## src/rtl/keypad_if.sv

```systemverilog
// Keypad pin/command bundle between the scan controller and its surroundings.
// The controller drives rows and key reports and senses the columns.
interface keypad_if;
  logic [3:0] col_in;
  logic [3:0] row_out;
  logic [3:0] key_code;
  logic       key_valid;
  logic       key_held;

  modport master (
    input  col_in,
    output row_out,
    output key_code,
    output key_valid,
    output key_held
  );

  modport slave (
    output col_in,
    input  row_out,
    input  key_code,
    input  key_valid,
    input  key_held
  );
endinterface

```

## src/rtl/keypad_scan_ctrl.sv

```systemverilog
// 4x4 matrix keypad scanner: rotates a one-hot row drive, samples columns at the
// end of each row slot, and debounces press/release with one shared timer.
module keypad_scan_ctrl #(
  parameter int unsigned SCAN_DIV = 1000,
  parameter int unsigned DEBOUNCE = 200000
) (
  input  logic     clk,
  input  logic     reset,
  keypad_if.master kp
);

  localparam int unsigned DIV_W = (SCAN_DIV > 1) ? $clog2(SCAN_DIV) : 1;
  localparam int unsigned TMR_W = (DEBOUNCE > 1) ? $clog2(DEBOUNCE) : 1;
  localparam logic [DIV_W-1:0] DIV_LAST = DIV_W'(SCAN_DIV - 1);
  localparam logic [TMR_W-1:0] TMR_LAST = TMR_W'(DEBOUNCE - 1);

  typedef enum logic [1:0] {
    SCAN,
    WAIT_PRESS,
    HELD,
    WAIT_RELEASE
  } state_t;

  state_t           state;
  logic [DIV_W-1:0] div_cnt;
  logic [TMR_W-1:0] timer;
  logic [1:0]       row_idx;
  logic [1:0]       col_idx;
  logic [3:0]       row_q;
  logic [3:0]       code_q;
  logic             valid_q;
  logic             held_q;

  logic [1:0]       low_col;
  logic             col_bit;

  // Lowest-indexed set column wins when several keys in a row are down.
  always_comb begin
    low_col = 2'd0;
    for (int i = 3; i >= 0; i--) begin
      if (kp.col_in[i]) low_col = 2'(i);
    end
  end

  assign col_bit = kp.col_in[col_idx];

  always_ff @(posedge clk) begin
    if (reset) begin
      state   <= SCAN;
      div_cnt <= '0;
      timer   <= '0;
      row_idx <= 2'd0;
      col_idx <= 2'd0;
      row_q   <= 4'b0001;
      code_q  <= 4'd0;
      valid_q <= 1'b0;
      held_q  <= 1'b0;
    end else begin
      valid_q <= 1'b0;
      case (state)
        SCAN: begin
          if (div_cnt == DIV_LAST) begin
            div_cnt <= '0;
            if (kp.col_in != 4'd0) begin
              col_idx <= low_col;
              timer   <= '0;
              state   <= WAIT_PRESS;
            end else begin
              row_q   <= {row_q[2:0], row_q[3]};
              row_idx <= row_idx + 2'd1;
            end
          end else begin
            div_cnt <= div_cnt + DIV_W'(1);
          end
        end

        WAIT_PRESS: begin
          if (!col_bit) begin
            state   <= SCAN;
            div_cnt <= '0;
            row_q   <= {row_q[2:0], row_q[3]};
            row_idx <= row_idx + 2'd1;
          end else if (timer == TMR_LAST) begin
            state   <= HELD;
            code_q  <= {row_idx, col_idx};
            valid_q <= 1'b1;
            held_q  <= 1'b1;
          end else begin
            timer <= timer + TMR_W'(1);
          end
        end

        HELD: begin
          if (!col_bit) begin
            timer <= '0;
            state <= WAIT_RELEASE;
          end
        end

        WAIT_RELEASE: begin
          // A reassertion before the timer expires is treated as release bounce.
          if (col_bit) begin
            state <= HELD;
          end else if (timer == TMR_LAST) begin
            state   <= SCAN;
            div_cnt <= '0;
            held_q  <= 1'b0;
            row_q   <= {row_q[2:0], row_q[3]};
            row_idx <= row_idx + 2'd1;
          end else begin
            timer <= timer + TMR_W'(1);
          end
        end

        default: state <= SCAN;
      endcase
    end
  end

  assign kp.row_out   = row_q;
  assign kp.key_code  = code_q;
  assign kp.key_valid = valid_q;
  assign kp.key_held  = held_q;

endmodule

```

## src/flat_wrapper.sv

```systemverilog
// flat-port wrapper written by rule: the top's interface ports become plain ports
module keypad_scan_ctrl_flat 
#(
  parameter int unsigned SCAN_DIV = 1000,
  parameter int unsigned DEBOUNCE = 200000
)
  (clk, reset, kp_col_in, kp_row_out, kp_key_code, kp_key_valid, kp_key_held);
  keypad_if kp_i ();
  input  logic clk;
  input  logic reset;
  input wire logic [$bits(kp_i.col_in)-1:0] kp_col_in;
  output wire logic [$bits(kp_i.row_out)-1:0] kp_row_out;
  output wire logic [$bits(kp_i.key_code)-1:0] kp_key_code;
  output wire logic [$bits(kp_i.key_valid)-1:0] kp_key_valid;
  output wire logic [$bits(kp_i.key_held)-1:0] kp_key_held;
  assign kp_i.col_in = kp_col_in;
  assign kp_row_out = kp_i.row_out;
  assign kp_key_code = kp_i.key_code;
  assign kp_key_valid = kp_i.key_valid;
  assign kp_key_held = kp_i.key_held;
  keypad_scan_ctrl #(.SCAN_DIV(SCAN_DIV), .DEBOUNCE(DEBOUNCE)) u_core (.clk(clk), .reset(reset), .kp(kp_i));
endmodule
```

## config.mk

```make
export PLATFORM = sky130hd
export DESIGN_NAME = keypad_scan_ctrl_flat
export DESIGN_NICKNAME = d
export VERILOG_FILES = /design/src/rtl/keypad_if.sv /design/src/rtl/keypad_scan_ctrl.sv /design/src/flat_wrapper.sv
export SDC_FILE = /design/constraint.sdc
export NUM_CORES = 1
export LEC_CHECK = 0
export ABC_AREA = 1
export CAP_MARGIN = 0
export CORE_MARGIN = 8
export CORE_UTILIZATION = 36
export CTS_BUF_LIST = sky130_fd_sc_hd__clkbuf_2 sky130_fd_sc_hd__clkbuf_4 sky130_fd_sc_hd__clkbuf_8
export DETAILED_ROUTE_END_ITERATION = 10
export GPL_ROUTABILITY_DRIVEN = 0
export SKIP_CTS_REPAIR_TIMING = 1
export SYNTH_ARGS = -nofsm -noshare
export SYNTH_HDL_FRONTEND = slang
export SYNTH_SLANG_ARGS = --single-unit
```

## constraint.sdc

```tcl
create_clock -name clk -period 4.7 [get_ports clk]
set_clock_uncertainty 0.15 [all_clocks]
set_input_delay 0.705 -clock clk [delete_from_list [all_inputs] [get_ports clk]]
set_output_delay 0.705 -clock clk [all_outputs]
set_load 0.005 [all_outputs]
```

==> impl_metrics.tcl <==
set metrics [dict create \
    synth_top_area_share_pct 32.68 \
    reg2reg_depth 12 \
    power_density_mw_per_mm2 274.4 \
    period_minus_slack_ps 2196 \
    synth_xor_area_share_pct 3.575 \
    cts_buffers 5 \
    synth-simple-area-share_pct 43.69 \
    max-cap-violations 0 \
    ys_top_cells_by_count "nand2_1, nor2_1, dfxtp_1, inv_1, nand3_1" \
    die_area_mm2 0.01051 \
    clock_latency_ps 300 \
    grt-ovfl-total 0 \
    core_mm2 0.007253 \
    start_util_pct 37.16 \
    ys.flop_type "dfxtp_1" \
    dr.pass1.iters 4 \
    grt_usage_pct 12.37 \
    netlist_instances 418 \
    clock_sinks 44 \
    async_flop_share_pct 0 \
    htree_levels 2 \
    syn-num-nets 426 \
    viasPerCell 4.714 \
    synth_area_mm2 0.002695 \
    synth_seq_area_share_pct 32.68 \
    crit_arrival_ps 2230 \
    wl_per_cell_um 11.63 \
    place_ws_ps 2200 \
    synth_cell_types 32 \
    ff2ff_setup_slack_ps 2580 \
    min_period_over_period_pct 46.72 \
    synth_edf_count 0 \
    worstSetupPathType "in -> reg" \
    yosysMostFrequentCell "nand2_1" \
    cts_buffer_depth 2 \
    die_h_um 102.5 \
    fp-row-count 31 \
    status "finished, final reports clean" \
    synthAdderAreaFrac_pct 0.9285 \
    num_vias 2503 \
    leakagePower_nw 1.078 \
    cts-root-buf "clkbuf_8" \
    antenna_found_initial 0 \
    num-fill-cells 787 \
    setup-tns-final_ps 0 \
    portBuffers 15 \
    drive_above_1_share_pct 11.81 \
    drcViolationCount 0 \
    nNetsFinal 440 \
    register_area_um2 880.8 \
    max_slew_margin_pct 65.61 \
    yosys_register_bits 44 \
    syn_avg_cell_area_um2 6.448 \
    tightest_slew_ps 514.3 \
    worstSetupStartpointType "input port" \
    synth_compound_area_share_pct 10.72 \
    yosys_warnings 0 \
    synthMuxAreaShare_pct 0 \
    min_path_cells 2 \
    crit_fanout 15 \
    drv_slew 0 \
    vdd_drop_max_mv 0.1654 \
    diodes 0 \
    worstPathRequired_ps 4740 \
    hold_start "u_core.kp.key_held" \
    cts_tree "yes" \
    hold_path_class "reg -> reg" \
    dp_hpwl_um 4584 \
    die_w_um 102.5 \
    synthTopCellsByArea "dfxtp_1, nand2_1, nor2_1" \
    multi_input_area_mm2 0.001588 \
    synth_top_family_by_area "simple AND/OR/NAND/NOR gates" \
    hold_viol 0 \
    syn_to_final_growth_pct 12.81 \
    rsz0062_at_grt "no" \
    end_kind "flop" \
    setup_slack_ps 2504 \
    clkSlewWorstSetupHoldPaths_ps 90 \
    final_antenna_net_count 0 \
    grt_max_degree 22 \
    grt_pass1_wl_um 10490 \
    finalSetupViolations 0 \
    r2r_start "u_core.timer[0]" \
    fmaxAchievable_mhz 455.4 \
    holdPathEnd "u_core.kp.key_held" \
    finalWirelength_um 6174 \
    synth_top_cell_by_area "dfxtp_1" \
    io_pins 16 \
    reg2reg_to "u_core.kp.row_out[2]" \
    dr.first_iter.drc_count 133 \
    first_global_vias 2292 \
]
-- metrics by stage --
stage,power (mW),instance area (um2),cells,hold WS (ps),util (%)
finish,0.8344,3040,531,331.1,41.92
global route,0.8734,3040,531,360.4,41.92
CTS,0.8458,3040,531,338.6,41.92
detailed placement,0.5027,2912,524,324.8,40.14
global placement,0.5015,2912,524,320.5,40.14
floorplan,0.4804,2695,418,299.0,-
-- final cells by class --
| type | count | area share, % |
|---|---|---|
| Clock inverter | 2 | 1.975 |
| Inverter | 42 | 5.309 |
| Tap cell | 99 | 4.074 |
| Clock buffer | 5 | 2.263 |
| Sequential cell | 44 | 28.97 |
| Multi-Input combinational cell | 323 | 52.22 |
| Timing Repair Buffer | 16 | 5.185 |
-- metal layers --
layer / track usage, % / wire length (um) / vias to the layer above
met5: 0 / 0 / -
met4: 4.515 / 125 / 0
met3: 2.971 / 285 / 12
met2: 19.98 / 2744 / 41
met1: 15.59 / 3018 / 1109
li1: - / - / 1341
-- critical path: stages --
cell and delay [ps]:
clkdlybuf4s50_1 460, nand2_1 110, nand3_2 90, nand2_2 120
nand2_1 60, nand2_1 150, nand2_4 150, nor2_4 200
nand2_1 70, nand2_1 60, nor2_1 40
-- worst max-delay path by stage --
stage	cells past startpoint	end	from	slack [ps]
final	11	u_core.kp.row_out[2]	kp_col_in[2]	2500
after global routing	11	u_core.kp.row_out[2]	kp_col_in[3]	2310
after CTS	10	u_core.timer[3]	kp_col_in[0]	2510
after detailed placement	11	u_core.kp.row_out[1]	kp_col_in[2]	2200
after global placement	11	u_core.kp.row_out[2]	kp_col_in[3]	2230
after floorplan	11	u_core.timer[10]	kp_col_in[1]	2800
-- flip-flops by register name, summed over array words and instances (netlist names), named ones only --
register             cells
u_core.kp.key_held       1
u_core.row_idx           2
u_core.kp.key_valid      1
u_core.state             1
u_core.col_idx           2
u_core.kp.row_out        4
u_core.kp.key_code       4
u_core.div_cnt          10
u_core.timer            18
-- placed cells by master (no fill, tap or decap) --
master / n
nand2_4: 4
inv_2: 4
clkinv_1: 1
nor2_1: 83
dfxtp_1: 44
or2_0: 1
nor3_1: 7
nor2_8: 1
bufinv_16: 2
inv_4: 1
a21oi_2: 9
nor2_4: 2
o21bai_1: 2
ha_1: 2
xor2_1: 7
nand2_1: 113
nand2_2: 15
clkinv_2: 1
and2_1: 3
clkbuf_8: 5
nand3b_1: 1
nor2_2: 1
nand4_1: 5
nand3_1: 21
clkdlybuf4s50_1: 15
a21oi_1: 20
nor3_2: 1
a211oi_1: 4
o21ai_0: 13
inv_1: 35
xnor2_1: 4
nand3_2: 4
buf_4: 1
-- cells by family (layout without fill, tap and decap cells) --
kind of cell	Yosys count	count (layout)
fa+ha+maj	2	2
flops	44	44
xor+xnor	11	11
compound gates	48	48
simple gates	262	262
buf+inv	51	65
-- power by group --
| group | leakage [nW] | switching (mW) | internal (mW) |
|---|---|---|---|
| clock | 0.0642 | 0.132 | 0.209 |
| sequential | 0.356 | 0.0112 | 0.383 |
| combinational | 0.658 | 0.0659 | 0.0334 |
Note: power is estimated with default switching activity, not from simulation.
